`src/rtl/cosh_series_unit_pkg.sv`:
```
// Shared types and fixed-point widths for the cosh series evaluator.
package cosh_pkg;
  typedef enum logic [2:0] {IDLE, LOAD, STEP_A, STEP_B, DONE} cosh_state_t;

  localparam int FRAC_W = 8;
  localparam int TERM_W = 9;
  localparam int SUM_W  = 10;
  localparam logic [TERM_W-1:0] ONE_TERM = 9'h100;
  localparam logic [SUM_W-1:0]  ONE_SUM  = 10'h100;
endpackage

```
`src/rtl/cosh_series_unit_if.sv`:
```
// Start/busy/done handshake plus operand and result between the controlling FSM and the unit.
interface cosh_series_unit_if;
  logic       start;
  logic [7:0] x;
  logic       busy;
  logic       done;
  logic [9:0] result;

  modport master (output start, x, input busy, done, result);
  modport slave  (input start, x, output busy, done, result);
endinterface

```
`src/rtl/cosh_series_unit_ctrl.sv`:
```
// Sequencer for the cosh series: FSM, term index k, handshake flags and datapath enables.
module cosh_series_ctrl
  import cosh_pkg::*;
#(
  parameter int N_TERMS = 8
) (
  input  logic       clk,
  input  logic       rst,
  input  logic       start,
  output logic       busy,
  output logic       done,
  output logic [2:0] lut_adr,
  output logic       accept,
  output logic       init,
  output logic       step_a,
  output logic       step_b,
  output logic       last
);
  localparam logic [2:0] K_LAST = 3'(N_TERMS - 1);

  cosh_state_t state;
  logic [2:0]  k;

  assign accept  = (state == IDLE) && start;
  assign init    = (state == LOAD);
  assign step_a  = (state == STEP_A);
  assign step_b  = (state == STEP_B);
  assign last    = step_b && (k == K_LAST);
  // k only moves in LOAD and STEP_B, so the LUT output is settled by STEP_B
  assign lut_adr = k;

  always_ff @(posedge clk or posedge rst) begin
    if (rst) begin
      state <= IDLE;
      k     <= '0;
      busy  <= 1'b0;
      done  <= 1'b0;
    end else begin
      done <= 1'b0;
      case (state)
        IDLE: if (start) begin
          state <= LOAD;
          busy  <= 1'b1;
        end
        LOAD: begin
          k     <= '0;
          state <= STEP_A;
        end
        STEP_A: state <= STEP_B;
        STEP_B: if (k == K_LAST) begin
          state <= DONE;
          done  <= 1'b1;
        end else begin
          k     <= k + 3'd1;
          state <= STEP_A;
        end
        DONE: begin
          state <= IDLE;
          busy  <= 1'b0;
        end
        default: state <= IDLE;
      endcase
    end
  end
endmodule

```
`src/rtl/cosh_series_unit.sv`:
```
// Iterative cosh(x) evaluator: x in 0.8, result in 2.8, coefficients fetched from an external LUT.
module cosh_series_unit
  import cosh_pkg::*;
#(
  parameter int N_TERMS = 8
) (
  input  logic                clk,
  input  logic                rst,
  cosh_series_unit_if.slave   bus,
  output logic [2:0]          lut_adr,
  input  logic [FRAC_W-1:0]   lut_data
);
  logic              accept, init, step_a, step_b, last;
  logic [FRAC_W-1:0] x_r, x2;
  logic [TERM_W-1:0] term, t_b;
  logic [SUM_W-1:0]  sum, sum_next;
  logic [15:0]       sq;
  logic [16:0]       prod_a, prod_b;

  cosh_series_ctrl #(.N_TERMS(N_TERMS)) u_ctrl (
    .clk     (clk),
    .rst     (rst),
    .start   (bus.start),
    .busy    (bus.busy),
    .done    (bus.done),
    .lut_adr (lut_adr),
    .accept  (accept),
    .init    (init),
    .step_a  (step_a),
    .step_b  (step_b),
    .last    (last)
  );

  // Full-width products, floored back to 0.8 by dropping the low byte
  assign sq       = x_r * x_r;
  assign prod_a   = term * x2;
  assign prod_b   = term * lut_data;
  assign t_b      = prod_b[16:8];
  assign sum_next = sum + SUM_W'(t_b);

  always_ff @(posedge clk or posedge rst) begin
    if (rst) begin
      x_r        <= '0;
      x2         <= '0;
      term       <= '0;
      sum        <= '0;
      bus.result <= '0;
    end else begin
      if (accept) x_r <= bus.x;
      if (init) begin
        x2   <= sq[15:8];
        term <= ONE_TERM;
        sum  <= ONE_SUM;
      end
      if (step_a) term <= prod_a[16:8];
      if (step_b) begin
        term <= t_b;
        sum  <= sum_next;
        if (last) bus.result <= sum_next;
      end
    end
  end
endmodule

```
`src/flat_wrapper.sv`:
```
// flat-port wrapper written by rule: the top's interface ports become plain ports
module cosh_series_unit_flat import cosh_pkg::*;
#(
  parameter int N_TERMS = 8
)
  (clk, rst, lut_adr, lut_data, bus_start, bus_x, bus_busy, bus_done, bus_result);
  cosh_series_unit_if bus_i ();
  input  logic clk;
  input  logic rst;
  output logic [2:0] lut_adr;
  input  logic [FRAC_W-1:0] lut_data;
  input wire logic [$bits(bus_i.start)-1:0] bus_start;
  input wire logic [$bits(bus_i.x)-1:0] bus_x;
  output wire logic [$bits(bus_i.busy)-1:0] bus_busy;
  output wire logic [$bits(bus_i.done)-1:0] bus_done;
  output wire logic [$bits(bus_i.result)-1:0] bus_result;
  assign bus_i.start = bus_start;
  assign bus_i.x = bus_x;
  assign bus_busy = bus_i.busy;
  assign bus_done = bus_i.done;
  assign bus_result = bus_i.result;
  cosh_series_unit #(.N_TERMS(N_TERMS)) u_core (.clk(clk), .rst(rst), .bus(bus_i), .lut_adr(lut_adr), .lut_data(lut_data));
endmodule
```
`config.mk`:
```
export PLATFORM = sky130hd
export DESIGN_NAME = cosh_series_unit_flat
export DESIGN_NICKNAME = d
export VERILOG_FILES = /design/src/rtl/cosh_series_unit_pkg.sv /design/src/rtl/cosh_series_unit_if.sv /design/src/rtl/cosh_series_unit_ctrl.sv /design/src/rtl/cosh_series_unit.sv /design/src/flat_wrapper.sv
export SDC_FILE = /design/constraint.sdc
export NUM_CORES = 1
export LEC_CHECK = 0
export ABC_CLOCK_PERIOD_IN_PS = 18000
export CAP_MARGIN = 20
export CORE_AREA = 2 2 165 134
export DETAILED_ROUTE_END_ITERATION = 10
export DIE_AREA = 0 0 167 136
export GPL_ROUTABILITY_DRIVEN = 0
export GPL_TIMING_DRIVEN = 1
export HOLD_SLACK_MARGIN = 0.08
export PLACE_DENSITY = 0.58
export SKIP_CTS_REPAIR_TIMING = 1
export SYNTH_ARGS = -nofsm -noshare
export SYNTH_HDL_FRONTEND = slang
export SYNTH_SLANG_ARGS = --single-unit
```
`constraint.sdc`:
```
create_clock -name clk -period 18 [get_ports clk]
set_input_delay 3.6 -clock clk [delete_from_list [all_inputs] [get_ports clk]]
set_output_delay 3.6 -clock clk [all_outputs]
set_load 0.02 [all_outputs]
```
Word-level counts from Yosys, hierarchy flattened
Index checks and enable logic that the tools add are counted.
{"block": "word_totals", "register_bits": 53, "wordCells": 44, "input_bits": 19, "output_inout_bits": 15}
{"block": "op_classes", "multipliers": 3, "add_sub_neg": 2, "n_reduce_logical": 9, "n_eq_ne": 7, "muxes": 14}
{"cell": "$mul 9x8->17", "n": 2}
{"cell": "$mux 9", "n": 3}
{"cell": "$mux 10", "n": 2}
{"cell": "$mul 8x8->16", "n": 1}
{"cell": "$pmux 3 s4", "n": 1}
{"cell": "$add 10x9->10", "n": 1}
{"cell": "$mux 3", "n": 3}
{"cell": "$eq 3x2->1 const B", "n": 2}
{"cell": "$eq 3x3->1 const B", "n": 2}
{"cell": "$pmux 3 s2", "n": 1}
{"cell": "$reduce_and 2->1", "n": 3}
{"cell": "$ne 2x2->1 const B", "n": 2}
{"cell": "$reduce_bool 2->1", "n": 2}
{"cell": "$add 3x1->3 const B", "n": 1}
{"cell": "$eq 3x1->1 const B", "n": 1}
{"cell": "$logic_not 3->1", "n": 1}
{"cell": "$mux 1", "n": 3}
{"cell": "$reduce_bool 3->1", "n": 1}
{"cell": "$logic_and 1x1->1", "n": 2}
{"cell": "$pmux 1 s2", "n": 1}

Depth between registers and ports, before layout
Gate-level depths: netlist of run 1.
{"block": "logic_depth", "depth_word": 4, "mapped_depth": 25, "ltp_nobuf": 24}

By module
From an unflattened synthesis of run 1, not the netlist that was laid out.
{"block": "unflattened", "hier_cells": 894, "hier_area_um2": 8196.6}
{"mod": "cosh_series_unit", "instances": 1, "cells_each": 856, "seq_area_each_um2": 1126.1, "area_each_um2": 7825.0}
{"mod": "cosh_series_ctrl", "instances": 1, "cells_each": 38, "seq_area_each_um2": 200.2, "area_each_um2": 371.6}

Worst setup path before layout of run 1
No wires, ideal clock.
{"block": "synth_timing", "path_kind": "input port to flip-flop", "start": "input port lut_data[2]", "end": "register u_core.sum[8]", "path_slack_ns": 9.340, "setup_ns": 0.137, "path_buffers": 0, "arrival_time_ns": 8.522, "stages": 22, "required_ns": 17.863, "path_cell_list": "and2_1 -> fa_1 -> fa_1 -> inv_1 -> fa_1 -> fa_1 -> inv_1 -> ha_1 -> o21a_1 -> o21ai_0 -> nor2_1 -> o21a_1 -> nor2_1 -> xnor2_1 -> ha_1 -> a21o_1 -> a21oi_1 -> o21bai_1 -> a21oi_1 -> o21bai_1 -> a2111oi_0 -> nor3_1"}
{"block": "synth_via", "elab_chain_len": 3}
{"element": "start: declaration", "line": "flat_wrapper.sv:11", "source": "input logic [FRAC_W-1:0] lut_data;"}
{"element": "$mul 9x8->17", "line": "cosh_series_unit.sv:37", "source": "assign prod_b = term * lut_data;"}
{"element": "$add 10x9->10", "line": "cosh_series_unit.sv:39", "source": "assign sum_next = sum + SUM_W'(t_b);"}
{"element": "$mux 10", "line": "cosh_series_unit.sv:56", "source": "if (step_b) begin"}
{"element": "end signal: assignment", "line": "cosh_series_unit.sv:58", "source": "sum <= sum_next;"}
{"element": "end: declaration", "line": "cosh_series_unit.sv:16", "source": "logic [SUM_W-1:0] sum, sum_next;"}
Every way passes these cells.
A chain may end at the register's enable or synchronous reset.

Worst setup path in the final report of run 1
Same ends and word-level chain as after synthesis.

==> flow_summary_export.csv, run 1 <==
group,metric,value,unit
sta,period_minus_slack,9.38,ns
floorplanning,coreArea,0.0212,mm^2
synthesis,synth_compound_area_frac,0.104,
synthesis,synth_top_family_by_area,"adder cells",
grt,grtUsageMet1,0.267,
sta,maxSlewViolCount,0,
cts,cts.sink_count,53,
placed_design,io_buffers,33,
worst_setup_path,setup.worst_path.start,"lut_data[2]",
synthesis,ys.flop_type,"dfrtp_1",
flow_run,max-cap-violations,0,
worst_setup_path,r2r_setup_slack,11.62,ns
cts,cts_root_buf,"clkbuf_16",
floorplanning,start_util,0.392,
status,status,"finished, final reports clean",
grt,grt_max_degree,54,
sta,tightest_slew,0.792,ns
synthesis,synth-edff-count,0,
worst_setup_path,critPathCaptureType,"flop",
worst_setup_path,worstPathMaxFanout,9,
grt,grt_usage,0.167,
synthesis,synth_fa_ha_area_frac,0.420,
synthesis,synth_top_area_cell,"fa_1",
floorplanning,die_w,167,um
synthesis,muxShareOfSynthArea,0.0146,
finish,drive_above_1_share,0.0471,
worst_hold_path,min-delay-path-class,"flop to flop",
worst_setup_path,arrival,9.54,ns
route,finalWirelength,17700,um
route,drtPass1Iterations,4,
route,drc_errors,0,
floorplanning,die_area,0.0227,mm^2
synthesis,yosys.area_share.simple,0.175,
route,vias,5937,
route,vias_per_cell,4.91,
placed_design,hpwl,14100,um
synthesis,synth_top_area_share,0.258,
cts,clk_pin_slew,0.08,ns
grt,use_met3,0.0122,
worst_setup_path,r2r-end,"u_core.sum[8]$_DFFE_PP0P_",
finish,num_antenna_cells,0,
sta,setup-violations-final,0,
sta,maxSlewHeadroom,0.470,
synthesis,synthDistinctLibCells,66,
grt,antenna_found_initial,0,
grt,grt.busiest_layer,"met1",
grt,met2_usage,0.250,
worst_hold_path,hold-path-endpoint,"u_core.sum[9]$_DFFE_PP0P_",
floorplanning,num_rows,48,
synthesis,synth_area,0.00832,mm^2
worst_setup_path,start_kind,"primary input",
synthesis,ys_warn_count,0,
finish,fillers,2071,
sta,max_freq,107,MHz
worst_hold_path,hold_start,"u_core.sum[9]$_DFFE_PP0P_",
route,routed_wire_length_per_instance,14.6,um
route,ant_nets,0,
cts,clk_latency,0.30,ns
cts,cts_buffers,5,
synthesis,avgSynthCellArea,9.01,um^2
sta,clock_skew,0.0164,ns
finish,multi_input_comb_area,0.00622,mm^2
sta,finalSetupTns,0,ns
worst_hold_path,hold_path_depth,1,
cts,cts_tree,"built",
synthesis,async_flop_share,1.00,
finish,seq_area,0.00133,mm^2
cts,clockBufferDepth,2,
cts,htreeDepth,2,
synthesis,ys_top_cells_by_area,"fa_1 26%, ha_1 16%, dfrtp_1 16%, inv_1 7.7%, and2_1 7.0%",
worst_setup_path,worst-setup-path-type,"primary input to flop",
finish,layout.nets,1168,
grt,grt_overflow_total,0,
synthesis,syn_nets,1157,
synthesis,seq_area_frac_synth,0.159,
worst_setup_path,worstPathRequired,18.17,ns
worst_setup_path,r2r_start,"u_core.term[5]$_DFFE_PP0P_",
sta,finalCritPeriodShare,0.521,
synthesis,synth_xor_area_frac,0.0346,
finish,area_growth,8.91,%
synthesis,syn_inst,923,
floorplanning,die_height,136,um
sta,rsz0062_at_grt,"no",
synthesis,ys_ff_latch,53,
worst_setup_path,reg2regPathDepth,22,
grt,grt_pass1_vias,5969,
sta,hold_viol_final,0,
grt,grt_pass1_wl,30900,um
floorplanning,ios,34,
route,drt_first_iter_violations,246,
## area by class of cell
type | count | area share
Multi-Input combinational cell | 668 | 0.687
Sequential cell | 53 | 0.146
Clock buffer | 5 | 0.0138
Tap cell | 275 | 0.0380
Inverter | 170 | 0.0705
Timing Repair Buffer | 36 | 0.0390
Clock inverter | 3 | 0.00553
## registers in the layout, indices dropped and copies added, names as in the netlist
name and count:
u_core.u_ctrl.done 1, u_core.bus.result 10, u_core.u_ctrl.state 3, u_core.term 9
u_core.sum 10, u_core.x_r 8, u_core.u_ctrl.lut_adr 3, u_core.x2 8
u_core.u_ctrl.busy 1
## through the flow
stage,cell area (um^2),hold slack [ns],util,setup slack (ns),std cells
after floorplan,8320,0.445,-,9.34,923
after global placement,8880,0.473,0.419,8.44,1202
after detailed placement,8880,0.470,0.419,8.35,1202
after CTS,9060,0.485,0.427,8.65,1210
after global routing,9060,0.524,0.427,8.26,1210
final,9060,0.483,0.427,8.62,1210
## worst max path at each step
stage,end,slack (ns)
2_1_floorplan,u_core.sum[8]$_DFFE_PP0P_,9.34
3_3_place_gp,u_core.sum[8]$_DFFE_PP0P_,8.44
3_5_place_dp,u_core.sum[8]$_DFFE_PP0P_,8.35
4_1_cts,u_core.sum[8]$_DFFE_PP0P_,8.65
5_1_grt,u_core.sum[8]$_DFFE_PP0P_,8.26
6_report,u_core.sum[8]$_DFFE_PP0P_,8.62
## cells in the final DEF, fill, tap and decap left out, types with 3 or more instances in the layout
cell type and count:
and3_1 3, nand2b_1 4, o21ai_1 4, clkbuf_16 5, a21o_1 5, o21ai_0 30
nor2_1 33, a21oi_1 27, ha_1 108, or3_1 4, xnor2_1 22, o21a_1 5
a221o_1 4, inv_1 169, o31ai_1 3, or2_2 3, and2_2 7, and2_1 93
a31oi_1 5, o21bai_1 5, buf_4 3, xor2_1 9, nand2_1 108, mux2_2 9
nor3_1 13, nand3_1 7, dfrtp_1 53, clkdlybuf4s50_1 33, a22o_1 5, fa_1 107
## kinds of logic after synthesis
logic type,after synthesis
xor gates and xnor gates,32
buffers and inverters,202
adders and majority gates,215
DFF,53
muxes,11
and+or+nand+nor,287
AOI/OAI and AO/OA,123
## routing by layer
| layer | share of wire | up-vias |
|---|---|---|
| li1 | - | 2964 |
| met1 | 0.55 | 2845 |
| met2 | 0.41 | 118 |
| met3 | 0.031 | 10 |
| met4 | 0.0086 | 0 |
| met5 | 0 | - |
## worst max-delay path, stage by stage
cell             delay (ns)
clkdlybuf4s50_1        0.61
nand2_1                0.13
fa_1                   0.54
fa_1                   0.55
inv_1                  0.05
fa_1                   0.47
inv_1                  0.05
fa_1                   0.47
inv_1                  0.04
ha_1                   0.32
a21oi_1                0.20
inv_1                  0.06
a311oi_1               0.30
nor2_1                 0.12
ha_1                   0.23
fa_1                   0.42
a21o_1                 0.17
a21oi_1                0.22
o21bai_1               0.09
a21oi_1                0.22
o21bai_1               0.15
a2111oi_0              0.44
nor3_1                 0.11
## synthesized netlist by cell type (all sizes together), types with 6 or more instances
library cell / number
xnor2: 23
o21a: 6
nand3: 7
ha: 108
o21ai: 36
nand2: 108
inv: 170
mux2: 9
a21o: 6
nor3: 13
nor2: 33
buf: 6
fa: 107
dfrtp: 53
and2: 100
clkbuf: 26
a21oi: 27
o21bai: 6
xor2: 9
Power of run 1 is left out: the tool's default activity adds up to more than one toggle a clock period on the data nets, which glitch-free logic cannot reach.
==> run 2, diff against run 1 <==
Settings changed: ABC_CLOCK_PERIOD_IN_PS 18000 to 8700.
Clock period 18 ns to 8.7 ns, I/O delays scaled along.
==> run 2 against run 1 <==
Against the previous run: sequential cell count did not move; global-route usage up 0.38 points; clock skew hardly changed; final area did not move; critical path depth unchanged; first-iteration DRC count grew 7.3%; count of clock-buffer cells in the layout unchanged; via count barely moved; critical path type unchanged.
==> flow_summary_export.csv, run 2 (synthesis gave the netlist of run 1 again) <==
group,metric,value,unit
finish,fillers,2096,
floorplanning,die_w,167,um
worst_setup_path,arrival,7.68,ns
floorplanning,coreArea,0.0212,mm^2
grt,grt_pass1_vias,6057,
cts,htreeDepth,2,
route,ant_nets,0,
sta,finalSetupTns,0,ns
floorplanning,num_rows,48,
floorplanning,start_util,0.392,
finish,seq_area,0.00133,mm^2
placed_design,hpwl,14300,um
grt,grt_pass1_wl,31500,um
sta,rsz0062_at_grt,"no",
route,drt_first_iter_violations,264,
grt,grt_overflow_total,0,
flow_run,max-cap-violations,0,
route,vias,5940,
finish,final_cell_mix,"169 x inv_1, 108 x nand2_1, 108 x ha_1",
worst_setup_path,worstPathRequired,8.87,ns
route,routed_wire_length_per_instance,14.9,um
sta,maxSlewHeadroom,0.469,
sta,maxSlewViolCount,0,
cts,clk_pin_slew,0.08,ns
worst_setup_path,critPathCaptureType,"flop",
worst_setup_path,worstPathMaxFanout,9,
cts,cts_buffers,5,
finish,mostFrequentLayoutCell,"inv_1",
floorplanning,ios,34,
status,status,"finished, final reports clean",
worst_hold_path,min-delay-path-class,"flop to flop",
sta,setup-violations-final,0,
placed_design,io_buffers,33,
cts,clockBufferDepth,2,
finish,layout.nets,1168,
grt,antenna_found_initial,0,
finish,drive_above_1_share,0.0471,
route,drc_errors,0,
grt,grt_usage,0.170,
grt,grt_max_degree,54,
worst_setup_path,worst-setup-path-type,"primary input to flop",
sta,hold_viol_final,0,
sta,clock_skew,0.0163,ns
cts,cts.sink_count,53,
route,finalWirelength,18000,um
cts,clk_latency,0.30,ns
sta,tightest_slew,0.797,ns
floorplanning,die_area,0.0227,mm^2
sta,period_minus_slack,7.51,ns
cts,cts_root_buf,"clkbuf_16",
cts,cts_tree,"built",
finish,num_antenna_cells,0,
worst_setup_path,start_kind,"primary input",
route,drtPass1Iterations,5,
route,vias_per_cell,4.91,
finish,reg_top3,"u_core.bus.result (10), u_core.sum (10), u_core.term (9)",
floorplanning,die_height,136,um
sta,finalCritPeriodShare,0.864,
finish,multi_input_comb_area,0.00622,mm^2
sta,max_freq,133,MHz
finish,area_growth,8.91,%
==> run 2: cell counts in the layout (fill, tap and decap cells not counted) <==
No cell type changed its count.
==> run 2: final timing paths <==
kind	to	from	cells past startpoint	slack, ns
setup / recovery	u_core.sum[8]$_DFFE_PP0P_	lut_data[2]	23	1.19
hold / removal	u_core.sum[9]$_DFFE_PP0P_	u_core.sum[9]$_DFFE_PP0P_	1	0.49
setup reg to reg	u_core.sum[8]$_DFFE_PP0P_	u_core.term[5]$_DFFE_PP0P_	22	2.31
hold reg to reg	u_core.sum[9]$_DFFE_PP0P_	u_core.sum[9]$_DFFE_PP0P_	1	0.49
max in group asynchronous	u_core.x2[0]$_DFFE_PP0P_	rst	3	6.30
min in group asynchronous	u_core.x_r[7]$_DFFE_PP0P_	rst	3	1.94
==> run 2: per-stage QoR <==
step / worst slack (ns) / cells / util / instance area [um^2] / hold WS, ns
final: 1.19 / 1210 / 0.427 / 9060 / 0.487
after global routing: 0.765 / 1210 / 0.427 / 9060 / 0.527
after CTS: 1.19 / 1210 / 0.427 / 9060 / 0.490
after detailed placement: 0.878 / 1202 / 0.419 / 8880 / 0.471
after global placement: 1.00 / 1202 / 0.419 / 8880 / 0.473
after floorplan: 1.90 / 923 / - / 8320 / 0.445
==> run 2: final cells by class <==
class / instances / share of cell area
multi-input cells: 668 / 0.687
clock buffers: 5 / 0.0138
clock inverters: 3 / 0.00553
well taps: 275 / 0.0380
repair buffers: 36 / 0.0390
inverters: 170 / 0.0705
flip-flops and latches: 53 / 0.146
==> run 2: layer usage <==
layer | share of wire | up-vias | wire length [um] | GRT usage
met5 | 0 | - | 0 | 0
met4 | 0.0070 | 0 | 125 | 0.0230
met3 | 0.039 | 12 | 700 | 0.0213
met2 | 0.41 | 114 | 7440 | 0.254
met1 | 0.54 | 2852 | 9710 | 0.268
li1 | - | 2962 | - | -
==> run 2: critical path, cell delays in order <==
cell             delay, ns
clkdlybuf4s50_1       0.60
nand2_1               0.12
fa_1                  0.54
fa_1                  0.55
inv_1                 0.05
fa_1                  0.47
inv_1                 0.05
fa_1                  0.47
inv_1                 0.04
ha_1                  0.32
a21oi_1               0.19
inv_1                 0.06
a311oi_1              0.33
nor2_1                0.12
ha_1                  0.22
fa_1                  0.42
a21o_1                0.18
a21oi_1               0.21
o21bai_1              0.09
a21oi_1               0.22
o21bai_1              0.14
a2111oi_0             0.45
nor3_1                0.11
Power of run 2 is left out for the same reason.
==> run 3, diff against run 2 <==
Settings changed: ABC_AREA from default to 1, CORE_AREA 2 2 165 134 to 2 2 173 141, DIE_AREA 0 0 167 136 to 0 0 175 143.
==> run 3 against run 2 <==
Against the previous run: register-to-register slack gained 0.66 ns; largest cell class unchanged; worst hold slack worse by 0.0077 ns; cell count up 32%; highest routed layer unchanged.
==> flow_summary_export.csv, run 3 <==
group,metric,value,unit
sta,finalSetupTns,0,ns
worst_setup_path,slowest_delay,0.68,ns
route,drtPass1Iterations,5,
synthesis,syn_nets,1519,
finish,fillers,2386,
sta,finalCritPeriodShare,0.804,
grt,grt_pass1_wl,36500,um
synthesis,synth_top_area_cell,"fa_1",
synthesis,syn_inst,1285,
synthesis,synth-edff-count,0,
finish,final_cell_mix,"369 x nand2_1, 315 x inv_1, 108 x ha_1",
worst_setup_path,r2r_start,"u_core.term[5]$_DFFE_PP0P_",
worst_hold_path,hold_start,"u_core.u_ctrl.busy$_DFFE_PP0P_",
worst_setup_path,crit_top_cell,"nand2_1",
cts,cts.sink_count,53,
placed_design,io_buffers,33,
cts,clk_pin_slew,0.08,ns
worst_setup_path,arrival,7.24,ns
finish,seq_area,0.00133,mm^2
placed_design,dp_slack,1.42,ns
synthesis,synth_xor_area_frac,0.0179,
finish,reg_top3,"u_core.bus.result (10), u_core.sum (10), u_core.term (9)",
worst_hold_path,hold-path-endpoint,"u_core.u_ctrl.busy$_DFFE_PP0P_",
sta,maxSlewHeadroom,0.457,
synthesis,seq_area_frac_synth,0.144,
route,routed_wire_length_per_instance,13.2,um
route,drt_first_iter_violations,526,
sta,timing.final.ws_setup,1.71,ns
finish,num_antenna_cells,0,
worst_setup_path,start_kind,"primary input",
grt,grt_usage,0.178,
synthesis,synth_most_common_cell,"nand2_1",
worst_setup_path,worstPathRequired,8.95,ns
synthesis,ys_top_cells_by_area,"fa_1 23%, nand2_1 15%, ha_1 15%, dfrtp_1 14%, inv_1 13%",
worst_hold_path,hold_path_depth,2,
synthesis,ys_warn_count,0,
cts,cts_root_buf,"clkbuf_16",
finish,mostFrequentLayoutCell,"nand2_1",
worst_setup_path,r2r_setup_slack,2.97,ns
floorplanning,die_area,0.0250,mm^2
floorplanning,num_rows,50,
worst_setup_path,critical-path-slowest-cell,"clkdlybuf4s50_1",
cts,htreeDepth,2,
worst_hold_path,min-delay-path-class,"flop to flop",
synthesis,ys.flop_type,"dfrtp_1",
synthesis,yosys-top-cells-count,"369 x nand2_1, 316 x inv_1, 108 x ha_1",
synthesis,yosys.area_share.simple,0.242,
route,ant_nets,0,
synthesis,synth_fa_ha_area_frac,0.378,
route,drc_errors,0,
sta,maxSlewViolCount,0,
sta,setup-violations-final,0,
finish,drive_above_1_share,0.0327,
finish,layout.nets,1517,
grt,grt_overflow_total,0,
status,status,"finished, final reports clean",
synthesis,synth_area,0.00923,mm^2
worst_setup_path,critPathCaptureType,"flop",
grt,grt_max_degree,54,
sta,tightest_slew,0.815,ns
floorplanning,coreArea,0.0232,mm^2
finish,multi_input_comb_area,0.00648,mm^2
synthesis,avgSynthCellArea,7.18,um^2
sta,hold_viol_final,0,
flow_run,max-cap-violations,0,
grt,antenna_found_initial,0,
synthesis,async_flop_share,1.00,
synthesis,synth_compound_area_frac,0.0606,
worst_setup_path,worstPathMaxFanout,9,
worst_setup_path,reg2regPathDepth,24,
route,vias,7536,
sta,rsz0062_at_grt,"no",
sta,period_minus_slack,6.99,ns
route,vias_per_cell,4.72,
cts,clockBufferDepth,2,
placed_design,hpwl,17300,um
worst_setup_path,r2r-end,"u_core.bus.result[6]$_DFFE_PP0P_",
floorplanning,die_w,175,um
cts,clk_latency,0.30,ns
synthesis,synth_top_area_share,0.232,
sta,clock_skew,0.00868,ns
floorplanning,ios,34,
floorplanning,start_util,0.398,
sta,max_freq,143,MHz
synthesis,ys_ff_latch,53,
worst_setup_path,worst-setup-path-type,"primary input to flop",
cts,cts_tree,"built",
finish,area_growth,7.56,%
synthesis,synthDistinctLibCells,42,
route,finalWirelength,21000,um
synthesis,synth_top_family_by_area,"adder cells",
grt,grt_pass1_vias,7415,
floorplanning,die_height,143,um
synthesis,muxShareOfSynthArea,0.00366,
cts,cts_buffers,5,
==> run 3: cell count changes in the layout (fill, tap and decap cells not counted), moves of 6 or more <==
cell,previous run,this run
nand2_1,108,369
inv_1,169,315
o21ai_0,30,22
and2_2,7,0
nand3_1,7,65
nor2_1,33,52
nor3_1,13,7
mux2_2,9,3
and2_1,93,6
nand3b_1,0,6
nand4_1,2,11
a21oi_1,27,44
xnor2_1,22,6
==> run 3: logic make-up after synthesis <==
kind of cell / Yosys count
AO/OA/AOI/OAI: 95
buffers and inverters: 368
XOR/XNOR: 18
flip-flops: 53
adder cells (fa/ha/maj): 215
multiplexers: 3
AND/OR/NAND/NOR: 533
==> run 3: per-layer routing <==
layer,global-route usage,vias to the layer above,share of wire
met1,0.282,3550,0.55
met3,0.0178,7,0.045
met5,0,-,0
met2,0.270,151,0.41
li1,-,3828,-
met4,0.0180,0,0.0041
==> run 3: critical path, delay by kind of cell <==
family / cells / cell delay [ns]
adders and majority gates: 7 / 3.08
buffers and inverters: 5 / 0.88
and+or+nand+nor: 9 / 0.83
xor gates and xnor gates: 2 / 0.38
AOI/OAI and AO/OA: 2 / 0.33
==> run 3: how the worst max path moves through the flow <==
stage / start / to / slack [ns] / cells past startpoint
floorplan: lut_data[2] / u_core.sum[8]$_DFFE_PP0P_ / 2.29 / 25
global placement: lut_data[2] / u_core.bus.result[5]$_DFFE_PP0P_ / 1.48 / 23
detailed placement: lut_data[2] / u_core.sum[6]$_DFFE_PP0P_ / 1.42 / 25
CTS: lut_data[2] / u_core.sum[6]$_DFFE_PP0P_ / 1.71 / 25
global route: lut_data[2] / u_core.sum[9]$_DFFE_PP0P_ / 1.29 / 25
finish: lut_data[2] / u_core.bus.result[6]$_DFFE_PP0P_ / 1.71 / 25
==> run 3: final cells by class <==
| class | instances | area share |
|---|---|---|
| Tap cell | 312 | 0.0393 |
| Clock inverter | 3 | 0.00265 |
| Inverter | 321 | 0.122 |
| Clock buffer | 5 | 0.0126 |
| Multi-Input combinational cell | 864 | 0.653 |
| Timing Repair Buffer | 38 | 0.0370 |
| Sequential cell | 53 | 0.134 |
==> run 3: per-stage QoR <==
step | util | std cells | hold WS [ns] | cell area (um^2)
after floorplan | - | 1285 | 0.453 | 9230
after global placement | 0.421 | 1588 | 0.460 | 9780
after detailed placement | 0.421 | 1588 | 0.464 | 9780
after CTS | 0.428 | 1596 | 0.485 | 9930
after global routing | 0.428 | 1596 | 0.515 | 9930
final | 0.428 | 1596 | 0.479 | 9930
Power of run 3 is left out for the same reason.
